**config.mk**
```make
export PLATFORM = sky130hd
export DESIGN_NAME = ysyx_23060240_idu
export DESIGN_NICKNAME = d
export VERILOG_FILES = /design/src/rtl/ysyx_23060240_idu.sv
export SDC_FILE = /design/constraint.sdc
export NUM_CORES = 1
export LEC_CHECK = 0
export CAP_MARGIN = 0
export CORE_MARGIN = 2
export CORE_UTILIZATION = 43
export CTS_CLUSTER_SIZE = 14
export DETAILED_ROUTE_END_ITERATION = 10
export PLACE_DENSITY = 0.82
export REMOVE_ABC_BUFFERS = 1
export SLEW_MARGIN = 20
export SYNTH_ARGS = -nofsm -noshare
export SYNTH_HDL_FRONTEND = slang
export SYNTH_SLANG_ARGS = --single-unit
```
**constraint.sdc**
```tcl
create_clock -name clk -period 2 [get_ports clk]
set_input_delay 0.4 -clock clk [delete_from_list [all_inputs] [get_ports clk]]
set_output_delay 0.4 -clock clk [all_outputs]
set_load 0.005 [all_outputs]
```
**src/rtl/ysyx_23060240_idu.sv**
```systemverilog
// RV32I decode stage: one-entry valid/ready output register holding the decoded instruction.
// Optional YSYX_RV32E_EN restricts register indices to x0..x15; the default build accepts all 32.
module ysyx_23060240_idu #(
   parameter logic [31:0] NOP_INST = 32'h00000013
) (
   input  logic        clk,
   input  logic        rst,
   input  logic        in_valid,
   output logic        in_ready,
   input  logic [31:0] in_pc,
   input  logic [31:0] in_inst,
   input  logic        flush,
   output logic        out_valid,
   input  logic        out_ready,
   output logic [31:0] out_pc,
   output logic [31:0] out_inst,
   output logic [4:0]  out_rs1,
   output logic [4:0]  out_rs2,
   output logic [4:0]  out_rd,
   output logic [31:0] out_imm,
   output logic [3:0]  out_opclass,
   output logic        out_rd_wen,
   output logic        out_illegal
);

   typedef struct packed {
      logic [3:0]  opclass;
      logic [31:0] imm;
      logic        rd_wen;
      logic        illegal;
   } dec_t;

   localparam logic [6:0] OPC_LUI    = 7'b0110111;
   localparam logic [6:0] OPC_AUIPC  = 7'b0010111;
   localparam logic [6:0] OPC_JAL    = 7'b1101111;
   localparam logic [6:0] OPC_JALR   = 7'b1100111;
   localparam logic [6:0] OPC_BRANCH = 7'b1100011;
   localparam logic [6:0] OPC_LOAD   = 7'b0000011;
   localparam logic [6:0] OPC_STORE  = 7'b0100011;
   localparam logic [6:0] OPC_OPIMM  = 7'b0010011;
   localparam logic [6:0] OPC_OP     = 7'b0110011;
   localparam logic [6:0] OPC_SYSTEM = 7'b1110011;

   function automatic dec_t decode(input logic [31:0] inst);
      dec_t        d;
      logic [31:0] imm_i, imm_s, imm_b, imm_u, imm_j;
      logic        writes;
      imm_i = {{20{inst[31]}}, inst[31:20]};
      imm_s = {{20{inst[31]}}, inst[31:25], inst[11:7]};
      imm_b = {{19{inst[31]}}, inst[31], inst[7], inst[30:25], inst[11:8], 1'b0};
      imm_u = {inst[31:12], 12'b0};
      imm_j = {{11{inst[31]}}, inst[31], inst[19:12], inst[20], inst[30:21], 1'b0};
      d.opclass = 4'd15;
      d.imm     = 32'd0;
      d.illegal = 1'b0;
      writes    = 1'b1;
      case (inst[6:0])
         OPC_LUI:    begin d.opclass = 4'd0; d.imm = imm_u; end
         OPC_AUIPC:  begin d.opclass = 4'd1; d.imm = imm_u; end
         OPC_JAL:    begin d.opclass = 4'd2; d.imm = imm_j; end
         OPC_JALR:   begin d.opclass = 4'd3; d.imm = imm_i; end
         OPC_BRANCH: begin d.opclass = 4'd4; d.imm = imm_b; writes = 1'b0; end
         OPC_LOAD:   begin d.opclass = 4'd5; d.imm = imm_i; end
         OPC_STORE:  begin d.opclass = 4'd6; d.imm = imm_s; writes = 1'b0; end
         OPC_OPIMM:  begin d.opclass = 4'd7; d.imm = imm_i; end
         OPC_OP:     begin d.opclass = 4'd8; d.imm = 32'd0; end
         OPC_SYSTEM: begin d.opclass = 4'd9; d.imm = imm_i; end
         default:    d.illegal = 1'b1;
      endcase
`ifdef YSYX_RV32E_EN
      begin
         logic use_rs1, use_rs2, use_rd;
         use_rs1 = 1'b0;
         use_rs2 = 1'b0;
         use_rd  = 1'b0;
         case (d.opclass)
            4'd8:                   begin use_rs1 = 1'b1; use_rs2 = 1'b1; use_rd = 1'b1; end
            4'd3, 4'd5, 4'd7, 4'd9: begin use_rs1 = 1'b1; use_rd = 1'b1; end
            4'd4, 4'd6:             begin use_rs1 = 1'b1; use_rs2 = 1'b1; end
            4'd0, 4'd1, 4'd2:       use_rd = 1'b1;
            default:                ;
         endcase
         if ((use_rs1 && inst[19]) || (use_rs2 && inst[24]) || (use_rd && inst[11]))
            d.illegal = 1'b1;
      end
`endif
      if (d.illegal) begin
         d.opclass = 4'd15;
         d.imm     = 32'd0;
      end
      d.rd_wen = writes && !d.illegal && (inst[11:7] != 5'd0);
      return d;
   endfunction

   logic        valid_reg;
   logic [31:0] pc_reg;
   logic [31:0] inst_reg;
   dec_t        dec_reg;
   dec_t        dec_next;
   logic        accept;

   assign in_ready = !valid_reg || out_ready;
   assign accept   = in_valid && in_ready && !flush;
   assign dec_next = decode(in_inst);

   // Flush outranks both accept and consume; data fields only change on accept.
   always_ff @(posedge clk or negedge rst) begin
      if (!rst) begin
         valid_reg <= 1'b0;
         pc_reg    <= 32'h80000000;
         inst_reg  <= NOP_INST;
         dec_reg   <= decode(NOP_INST);
      end else if (flush) begin
         valid_reg <= 1'b0;
      end else if (accept) begin
         valid_reg <= 1'b1;
         pc_reg    <= in_pc;
         inst_reg  <= in_inst;
         dec_reg   <= dec_next;
      end else if (out_ready) begin
         valid_reg <= 1'b0;
      end
   end

   assign out_valid   = valid_reg;
   assign out_pc      = pc_reg;
   assign out_inst    = inst_reg;
   assign out_rs1     = inst_reg[19:15];
   assign out_rs2     = inst_reg[24:20];
   assign out_rd      = inst_reg[11:7];
   assign out_imm     = dec_reg.imm;
   assign out_opclass = dec_reg.opclass;
   assign out_rd_wen  = dec_reg.rd_wen;
   assign out_illegal = dec_reg.illegal;

endmodule

```
# After elaboration in Yosys (flattened, before gate mapping)
# Index checks and enable logic that the tools add are counted.
dict set report word_totals {
  ff_bits 103
  in_bits 69
  word_cells 37
  out_inout_bits 119
}
dict set report op_classes {
  n_eq_ne 10
  n_mux 7
  reduce_logical 12
  bitwise_logic 1
}
# op n
set ops {}
lappend ops {{$pmux 36 s10} 1}
lappend ops {{$mux 36} 1}
lappend ops {{$eq 7x7->1 const B} 4}
lappend ops {{$eq 7x6->1 const B} 3}
lappend ops {{$eq 7x5->1 const B} 2}
lappend ops {{$reduce_or 10->1} 1}
lappend ops {{$eq 7x2->1 const B} 1}
lappend ops {{$mux 1} 5}
lappend ops {{$reduce_bool 5->1} 1}
lappend ops {{$logic_and 1x1->1} 4}
lappend ops {{$reduce_bool 3->1} 1}
lappend ops {{$logic_not 1->1} 2}
lappend ops {{$reduce_and 2->1} 1}
lappend ops {{$reduce_or 2->1} 1}
lappend ops {{$logic_or 1x1->1} 1}
lappend ops {{$not 1->1} 1}

# Depth between registers and ports, before layout
# Gate-level depths: netlist of the first run.
dict set report logic_depth {
  ltp_word 6
  mapped_depth 7
  depth_no_buf 5
}

# Least setup slack after synthesis of the first run
# OpenSTA, ideal clock, no wires.
dict set report synth_timing {
  path_kind {input -> register}
  from {input port in_inst[2]}
  to {register dec_reg (netlist bit out_imm[13])}
  arrival_time_ns 1.564
  setup_time_ns 0.074
  path_buffers 2
  setup_slack_ns 0.361
  path_stages 6
  required_time_ns 1.926
  path_cell_list {nand4bb_1 -> buf_6 -> or4_4 -> buf_6 -> o211a_1 -> o21ai_2}
}
dict set report synth_via {
  elab_chain_cells 3
}
# item line_no
set synth_lines {}
lappend synth_lines {{from (decl)} 11} ;# input logic [31:0] in_inst,
lappend synth_lines {{$eq 7x7->1 (tied with other cells)} 57} ;# case (inst[6:0])
lappend synth_lines {{$pmux 36 s10 / $reduce_or 10->1 (equally long branches)} -}
lappend synth_lines {{$mux 36 (*)} 87} ;# if (d.illegal) begin
lappend synth_lines {{to (signal assigned)} 112} ;# dec_reg <= decode(NOP_INST);
lappend synth_lines {{to (signal assigned)} 119} ;# dec_reg <= dec_next;
lappend synth_lines {{to (decl)} 98} ;# dec_t dec_reg;
# Mark *: on every way between the ends. The rest lies on a longest branch, timed or not.
# A chain may end at the register's enable or synchronous reset.

# Worst setup path in the final report of the first run
dict set report layout_timing {
  from {input port out_ready}
  to {output port in_ready}
}
dict set report layout_via {
  elab_chain_cells 1
}
# item line_no
set layout_lines {}
lappend layout_lines {{from (decl)} 14} ;# input logic out_ready,
lappend layout_lines {{$logic_or 1x1->1} 102} ;# assign in_ready = !valid_reg || out_ready;
lappend layout_lines {{to (decl)} 9} ;# output logic in_ready,
# Every way passes these cells.

==> impl_metrics.tcl, run 1 <==
set metrics [dict create \
    reg2reg_to "out_inst[16]$_DFFE_PN0P_" \
    synth_top_area_share_pct 54.3 \
    ys_ff_latch 103 \
    drtAntennaViolNets 0 \
    cts_tree "done" \
    reg2reg_setup_slack_ns 0.48 \
    min_period_ns 1.96 \
    die-area_mm2 0.0111 \
    drt-vias-per-instance 5.00 \
    detailed_place_hpwl_um 9070 \
    timing.final.crit_share_pct 97.8 \
    cts_max_level 3 \
    place.gp.congestion 0.886 \
    detail_route.wl_per_cell_um 15.5 \
    track_usage_pct 22.4 \
    row_count 37 \
    synth_top_cell_by_area "dfrtp_1" \
    timing.hold.ws_ns 0.468 \
    fp.dieH_um 105 \
    syn_area_per_cell_um2 9.20 \
    final_cell_mix "nand2_1, clkdlybuf4s50_1, dfrtp_1, o21ai_0, buf_4" \
    antenna_found_initial 0 \
    clk_path_buf_depth 2 \
    cts_num_sinks 103 \
    hold_class "register to register" \
    drive_above_1_share_pct 8.56 \
    slew_headroom_pct 58.6 \
    insertion_delay_ns 0.36 \
    p_sw_w 0.00128 \
    grt_overflow 0 \
    crit_required_ns 1.60 \
    maxSlewViolCount 0 \
    vias 4009 \
    final_common_cell "nand2_1" \
    yosys.area_share.adder_pct 0 \
    yosys_warnings 0 \
    synthMuxAreaShare_pct 0 \
    drt-total-wl_um 12400 \
    irDropWorstVdd_uv 429 \
    seqPwrFrac_pct 48.1 \
    numCtsBuffers 9 \
    hold_viol_final 0 \
    critPathMaxFanout 3 \
    p_clk_share_pct 28.8 \
    design_area_mm2 0.00675 \
    grt_pass1_wl_um 20100 \
    reg2reg_depth 7 \
    maxClockFrequency_mhz 511 \
    p_int_w 0.00381 \
    tightest_slew_ns 0.617 \
    power.total_w 0.00509 \
    drv_cap 0 \
    holdPathEnd "out_pc[31]$_DFFE_PN1P_" \
    grt_max_degree 59 \
    synthCells 481 \
    drtIter0Drc 203 \
    synthTopCellsByArea "dfrtp_1, nand2_1, dfstp_2" \
    syn_to_final_growth_pct 52.5 \
    p_per_area_mw_per_mm2 754 \
    r2r-start "out_valid$_DFFE_PN0P_" \
    cp.arrival_ns 1.56 \
    setup_violations 0 \
    numPortBuffers 187 \
    grt_pass1_vias 4068 \
    finalClockSkew_ns 0.00860 \
    synth-simple-area-share_pct 22.0 \
    status "completed" \
    clockRootBuffer "clkbuf_8" \
    syn_area_mm2 0.00443 \
    final.setup.worst_slack_ns 0.0434 \
    start_util_pct 43.7 \
    firstDrtPassIters 5 \
    synth_top_family_by_area "simple AND/OR/NAND/NOR gates" \
    worstSetupPathType "primary input to output pin" \
    fillers 781 \
    rsz0062_at_grt "false" \
    num_io_pins 188 \
    synth_xor_area_share_pct 0 \
    cp-start-kind "primary input" \
    ys_seq_area_share_pct 58.4 \
    drc 0 \
    antenna_cells 0 \
    worstHoldStart "out_pc[31]$_DFFE_PN1P_" \
    core_area_mm2 0.0101 \
    postCtsSetupBuffers 0 \
    power.leakage_nw 3.07 \
    nets 731 \
    whs_path_depth 2 \
    crit_start "out_ready" \
    synth_compound_area_share_pct 12.8 \
    clkTransAtPathRegs_ns 0.09 \
    dp_slack_ns -0.161 \
    swShare_pct 25.2 \
    cp-end-kind "output pin" \
    yosysUniqueCellTypes 40 \
    dpl_cell_area_mm2 0.00651 \
    pwr-share-comb_pct 23.1 \
    die_w_um 105 \
]
## power by group through the flow
stage / logic, W / registers, W / clock network [W]
2_1_floorplan: 0.000265 / 0.00251 / 0
3_3_place_gp: 0.00115 / 0.00248 / 0
3_5_place_dp: 0.00118 / 0.00249 / 0
4_1_cts: 0.00119 / 0.00245 / 0.00150
5_1_grt: 0.00128 / 0.00248 / 0.00157
6_report: 0.00117 / 0.00245 / 0.00146
## how the worst max path moves through the flow
stage	to	slack, ns
after floorplan	out_imm[0]$_DFFE_PN0P_	-1.73
after global placement	out_imm[2]$_DFFE_PN0P_	-0.11
after detailed placement	out_imm[18]$_DFFE_PN0P_	-0.16
after CTS	in_ready	0.01
after global routing	in_ready	0.02
final	in_ready	0.04
## stage by stage
stage                     util, %  instances  setup TNS [ns]
final                        66.6        802               0
after global routing         66.6        802               0
after CTS                    66.6        802               0
after detailed placement     64.2        786           -4.00
after global placement       64.2        786           -2.17
after floorplan                 -        436         -143.06
## area by class of cell
type | count | area, um2 | area share [%]
Clock inverter | 3 | 67.6 | 1.00
Multi-Input combinational cell | 321 | 1560 | 23.1
Tap cell | 136 | 170 | 2.52
Clock buffer | 12 | 155 | 2.30
Timing Repair Buffer | 215 | 2170 | 32.1
Sequential cell | 103 | 2590 | 38.3
Inverter | 12 | 45.0 | 0.667
## Yosys cell counts
cell	count
or3b_1	1
a22oi_1	16
or4_1	2
inv_1	12
a21boi_0	1
or4_4	1
dfstp_2	7
nor2_1	9
a31oi_1	5
nand3_1	2
or3_1	1
clkbuf_2	1
and4b_2	1
o21ai_0	32
buf_2	10
buf_1	1
a21oi_1	2
nor3_1	6
dfrtp_1	96
a22o_1	7
nand4bb_1	1
a211oi_1	1
buf_4	16
o32ai_1	2
and3_1	1
o211a_1	8
nor2b_1	3
nor3b_2	1
nand3b_1	2
o21ai_2	1
clkbuf_1	15
nor3b_1	1
or2_2	2
a32oi_1	1
and3b_1	1
o31ai_1	1
and2_0	1
o21ai_1	9
buf_6	2
nand2_1	199
## critical path, cell delays in order
cell and delay (ns):
clkdlybuf4s50_1 0.51, nor2b_4 0.06, inv_1 0.08, clkdlybuf4s50_1 0.51
## routing by layer
metal,vias to the layer above,part of all wire [%],track usage (%)
li1,1920,-,-
met1,1897,42,28.3
met2,178,50,37.6
met3,14,7.6,6.49
met4,0,1.2,6.19
met5,-,0,0
## logic make-up (layout without fill, tap and decap cells)
group,after synthesis,after routing
compound gates,86,86
buf+inv,57,242
flops,103,103
simple gates,235,235
## repair_timing
action,CTS,global route
cloned,0,0
resized for setup,1,1
endpoints found under the setup margin,1,1
endpoints found under the hold margin,24,0
hold buffers,1,0
## flip-flops by register name, indices dropped and copies added (netlist names)
signal	cells
out_opclass	4
out_inst	32
out_pc	32
out_rd_wen	1
out_imm	32
out_valid	1
out_illegal	1
Note: power is estimated with default switching activity, not from simulation.
==> inputs of run 2 (changes only) <==
--- a/config.mk
+++ b/config.mk
@@ -6,6 +6,7 @@
 export NUM_CORES = 1
 export LEC_CHECK = 0
 export CAP_MARGIN = 0
+export CORE_ASPECT_RATIO = 1.5
 export CORE_MARGIN = 2
 export CORE_UTILIZATION = 43
 export CTS_CLUSTER_SIZE = 14
==> run 2 against run 1 <==
Via count is 0.97% higher. Register-to-register slack worse by 0.05 ns. Wire length is 3.4% higher. Final cell count is 1.0% lower. Hold slack worse by 0.0077 ns. Die area is 0.15% higher. Count of clock-buffer cells in the layout is 1 lower. Critical path type is now primary input to register. Setup slack better by 0.066 ns. Combinational power hardly changed. First-iteration DRC count is 21% lower. Sequential share of layout area is 0.61 points lower. Sequential power hardly changed.
==> impl_metrics.tcl, run 2 (synthesis gave the netlist of run 1 again) <==
set metrics [dict create \
    status "completed" \
    cp-end-kind "register" \
    holdPathEnd "out_pc[31]$_DFFE_PN1P_" \
    crit_required_ns 2.21 \
    cts_num_sinks 103 \
    die-area_mm2 0.0111 \
    whs_path_depth 2 \
    reg2reg_to "out_imm[9]$_DFFE_PN0P_" \
    clkTransAtPathRegs_ns 0.07 \
    final_cell_mix "nand2_1, clkdlybuf4s50_1, dfrtp_1, o21ai_0, buf_4" \
    track_usage_pct 22.7 \
    die_w_um 86.8 \
    insertion_delay_ns 0.34 \
    irDropWorstVdd_uv 466 \
    timing.hold.ws_ns 0.460 \
    numCtsBuffers 9 \
    core_area_mm2 0.0101 \
    drtAntennaViolNets 0 \
    cp.arrival_ns 2.10 \
    drt-total-wl_um 12800 \
    critPathMaxFanout 8 \
    drtIter0Drc 160 \
    fp.dieH_um 128 \
    cp-start-kind "primary input" \
    antenna_found_initial 0 \
    power.total_w 0.00527 \
    grt_overflow 0 \
    cts_tree "done" \
    cts_max_level 3 \
    hold_class "register to register" \
    drv_cap 0 \
    nets 741 \
    reg2reg_depth 6 \
    dp.cells 777 \
    hold_viol_final 0 \
    clockRootBuffer "clkbuf_16" \
    finalClockSkew_ns 0.00724 \
    final_common_cell "nand2_1" \
    slew_headroom_pct 60.9 \
    firstDrtPassIters 4 \
    maxSlewViolCount 0 \
    rsz0062_at_grt "false" \
    start_util_pct 43.9 \
    worstSetupPathType "primary input to register" \
    drive_above_1_share_pct 10.2 \
    p_per_area_mw_per_mm2 767 \
    detail_route.wl_per_cell_um 16.2 \
    drc 0 \
    setup_violations 0 \
    worstHoldStart "out_pc[31]$_DFFE_PN1P_" \
    num_io_pins 188 \
    grt_pass1_vias 4076 \
    detailed_place_hpwl_um 9670 \
    numPortBuffers 187 \
    maxClockFrequency_mhz 529 \
    drt-vias-per-instance 5.10 \
    reg2reg_setup_slack_ns 0.43 \
    grt_pass1_wl_um 19900 \
    place.gp.congestion 0.859 \
    tightest_slew_ns 0.583 \
    grt_max_degree 56 \
    vias 4048 \
    syn_to_final_growth_pct 55.0 \
    min_period_ns 1.89 \
    clk_path_buf_depth 2 \
    r2r-start "out_valid$_DFFE_PN0P_" \
    row_count 45 \
    power.leakage_nw 3.14 \
    stdcell_count 794 \
    timing.final.crit_share_pct 94.5 \
    antenna_cells 0 \
]
[run 2: cell types whose count changed in the layout (fill, tap and decap cells not counted), moves of 2 or more]
cell	change
buf_4	+11
clkbuf_8	-10
clkbuf_16	+9
bufinv_16	-2
clkinv_2	+2
[run 2: worst max-delay path by stage]
stage | endpoint | start | slack (ns)
3_3_place_gp | out_imm[2]$_DFFE_PN0P_ | in_inst[3] | -0.23
6_report | out_imm[12]$_DFFE_PN0P_ | in_inst[6] | 0.11
5_1_grt | out_imm[12]$_DFFE_PN0P_ | in_inst[6] | 0.01
4_1_cts | out_imm[2]$_DFFE_PN0P_ | in_inst[3] | 0.005
3_5_place_dp | out_imm[2]$_DFFE_PN0P_ | in_inst[3] | -0.33
2_1_floorplan | out_imm[0]$_DFFE_PN0P_ | out_valid$_DFFE_PN0P_ | -1.73
[run 2: critical path, cell delays in order]
cell and delay [ns]:
clkdlybuf4s50_1 0.53, buf_4 0.21, and4b_2 0.22, o21ai_1 0.47
o211a_1 0.22, o21ai_1 0.06
[run 2: where the power goes]
group	internal, W	switching [W]
Sequential	0.00232	0.000139
Clock	0.000876	0.000744
Combinational	0.000730	0.000457
[run 2: metrics by stage]
step / cell area (um2) / utilization, % / setup WS (ns) / TNS (ns)
CTS: 6840 / 67.8 / 0.00533 / 0
global route: 6860 / 68.1 / 0.0110 / 0
finish: 6860 / 68.1 / 0.109 / 0
global placement: 6550 / 65.0 / -0.234 / -3.66
floorplan: 4170 / - / -1.73 / -143.06
detailed placement: 6550 / 65.0 / -0.329 / -6.34
[run 2: per-layer routing]
| metal | global-route usage (%) | up-vias | routed length [um] |
|---|---|---|---|
| li1 | - | 1942 | - |
| met1 | 26.1 | 1949 | 4960 |
| met2 | 40.2 | 132 | 6820 |
| met3 | 5.54 | 25 | 745 |
| met4 | 8.73 | 0 | 316 |
| met5 | 0 | - | 0 |
[run 2: timing repair]
item / CTS / global route
resized for setup: 0 / 3
endpoints found under the hold margin: 19 / 0
hold buffers: 1 / 0
endpoints found under the setup margin: 0 / 11
setup buffers: 0 / 0
[run 2: final cells by class]
| cell class | count | area [um2] |
|---|---|---|
| clock buffers | 11 | 243 |
| clock inverters | 5 | 33.8 |
| fillers | 755 | 3220 |
| inverters | 12 | 45.0 |
| multi-input cells | 321 | 1580 |
| flip-flops and latches | 103 | 2590 |
| well taps | 117 | 146 |
| repair buffers | 225 | 2230 |
==> inputs of run 3 (changes only) <==
--- a/config.mk
+++ b/config.mk
@@ -7,7 +7,6 @@
 export LEC_CHECK = 0
 export CAP_MARGIN = 0
 export CORE_ASPECT_RATIO = 1.5
-export CORE_MARGIN = 2
 export CORE_UTILIZATION = 43
 export CTS_CLUSTER_SIZE = 14
 export DETAILED_ROUTE_END_ITERATION = 10
==> run 3 against run 2 <==
The flow now finishes with violations (DRC). First-iteration DRC count up 53%. Sequential cell count unchanged. Fmax is essentially flat.
==> impl_metrics.tcl, run 3 (synthesis gave the netlist of run 1 again) <==
set metrics [dict create \
    place.gp.congestion 0.866 \
    violations "DRC" \
    use_met2_pct 41.3 \
    crit_start "out_ready" \
    start_util_pct 43.9 \
    cts_resized 0 \
    final_cell_mix "nand2_1, clkdlybuf4s50_1, dfrtp_1, o21ai_0, buf_4" \
    slowest_stage "clkdlybuf4s50_1" \
    clk_path_buf_depth 2 \
    drtAntennaViolNets 0 \
    num_io_pins 188 \
    stdcell_count 795 \
    drive_above_1_share_pct 9.73 \
    clkTransAtPathRegs_ns 0.07 \
    numCtsBuffers 9 \
    pwr-share-comb_pct 22.1 \
    drv_cap 0 \
    busiest_layer "met2" \
    timing.hold.ws_ns 0.460 \
    firstDrtPassIters 10 \
    hold_class "register to register" \
    p_per_area_mw_per_mm2 781 \
    rsz0062_at_grt "false" \
    slowest_delay_ns 0.49 \
    dpl_cell_area_mm2 0.00658 \
    reg2reg_to "out_imm[10]$_DFFE_PN0P_" \
    critical_path.endpoint "in_ready" \
    nets 742 \
    vias 4102 \
    syn_to_final_growth_pct 55.6 \
    cp-end-kind "output pin" \
    hold_viol_final 0 \
    cp.depth 4 \
    detail_route.wl_per_cell_um 15.6 \
    status "complete, but fails checks" \
    cts_num_sinks 103 \
    grt_max_degree 44 \
    slew_headroom_pct 62.2 \
    die-area_mm2 0.0107 \
    grt_pass1_vias 4086 \
    drtIter0Drc 244 \
    fin_util_pct 68.3 \
    tightest_slew_ns 0.563 \
    cts_tree "done" \
    power.leakage_nw 3.16 \
    reg2reg_setup_slack_ns 0.44 \
    use_met3_pct 5.11 \
    drc 11 \
    drt-vias-per-instance 5.16 \
    insertion_delay_ns 0.34 \
    row_count 45 \
    crit_buf_inv 3 \
    final_common_cell "nand2_1" \
    clockRootBuffer "clkbuf_16" \
    grt_use_met1_pct 28.9 \
    seqPwrFrac_pct 45.7 \
    crit_required_ns 1.60 \
    numPortBuffers 187 \
    die_w_um 84.8 \
    cpMostUsedCell "clkdlybuf4s50_1" \
    cts_max_level 3 \
    track_usage_pct 24.0 \
    fp.dieH_um 126 \
    min_period_ns 1.89 \
    maxSlewViolCount 0 \
    grt_overflow 0 \
    swShare_pct 24.5 \
    irDropWorstVdd_uv 566 \
    worstSetupPathType "primary input to output pin" \
    cp_top_family "buffers and inverters" \
    fillers 784 \
    core_area_mm2 0.0101 \
    reg2reg_depth 6 \
    maxClockFrequency_mhz 528 \
    cp.arrival_ns 1.49 \
    detailed_place_hpwl_um 9150 \
    r2r-start "out_valid$_DFFE_PN0P_" \
    cp-start-kind "primary input" \
    finalClockSkew_ns 0.00435 \
    design_area_mm2 0.00689 \
    setup_violations 0 \
    dp.cells 778 \
    antenna_cells 0 \
    critPathMaxFanout 2 \
    grt_pass1_wl_um 20100 \
    drt-total-wl_um 12400 \
    critical_path.cell_chain "clkdlybuf4s50_1, nor2b_1, inv_1, clkdlybuf4s50_1" \
    timing.final.crit_share_pct 94.6 \
    p_int_w 0.00406 \
    p_clk_share_pct 32.3 \
    final.setup.tns_ns 0 \
    p_sw_w 0.00132 \
    antenna_found_initial 0 \
]
run 3: cell type report:
type	instances	area (um2)	area share (%)
sequential	103	2590	37.6
timing repair buffer	226	2260	32.9
multi-input combinational	321	1550	22.5
clock buffer	13	250	3.63
tap	117	146	2.13
inverter	12	45.0	0.654
clock inverter	3	42.5	0.618
run 3: metrics by stage:
step	total power, W	setup slack [ns]
after detailed placement	0.00368	-0.175
after floorplan	0.00277	-1.73
final	0.00538	0.107
after CTS	0.00543	0.103
after global routing	0.00564	0.0705
after global placement	0.00364	-0.100
run 3: worst min-delay path by stage:
| stage | startpoint | to | slack (ns) | cells past startpoint |
|---|---|---|---|---|
| floorplan | rst | out_illegal$_DFFE_PN0P_ | 0.10 | 0 |
| global placement | rst | out_inst[15]$_DFFE_PN0P_ | 0.32 | 1 |
| CTS | out_inst[1]$_DFFE_PN1P_ | out_inst[1]$_DFFE_PN1P_ | 0.46 | 2 |
| finish | out_inst[1]$_DFFE_PN1P_ | out_inst[1]$_DFFE_PN1P_ | 0.46 | 2 |
| global route | out_inst[4]$_DFFE_PN1P_ | out_inst[4]$_DFFE_PN1P_ | 0.49 | 2 |
| detailed placement | rst | out_inst[12]$_DFFE_PN0P_ | 0.32 | 1 |
run 3: routing by layer:
metal / wire length, um / part of all wire (%) / up-vias
met5: 0 / 0 / -
met4: 331 / 2.7 / 0
met3: 703 / 5.7 / 20
met2: 6390 / 52 / 149
met1: 4970 / 40 / 1989
li1: - / - / 1944
run 3: worst reg2reg max path: cells and delay by family, from the launching register on:
kind	cells	cell delay, ns
AO/OA/AOI/OAI	1	0.14
buffers and inverters	2	0.30
AND/OR/NAND/NOR	3	0.70
flip-flops	1	0.37
run 3: power by group through the flow:
stage / logic (W) / clock network [W] / registers, W
global placement: 0.00116 / 0 / 0.00248
floorplan: 0.000265 / 0 / 0.00251
detailed placement: 0.00119 / 0 / 0.00249
global route: 0.00129 / 0.00187 / 0.00248
finish: 0.00119 / 0.00173 / 0.00245
CTS: 0.00120 / 0.00178 / 0.00246
run 3: repair_timing:
action / 4_1_cts / 5_1_grt
setup buffers: 0 / 0
endpoints found under the hold margin: 19 / 0
hold buffers: 1 / 0
setup endpoints to repair: 0 / 0
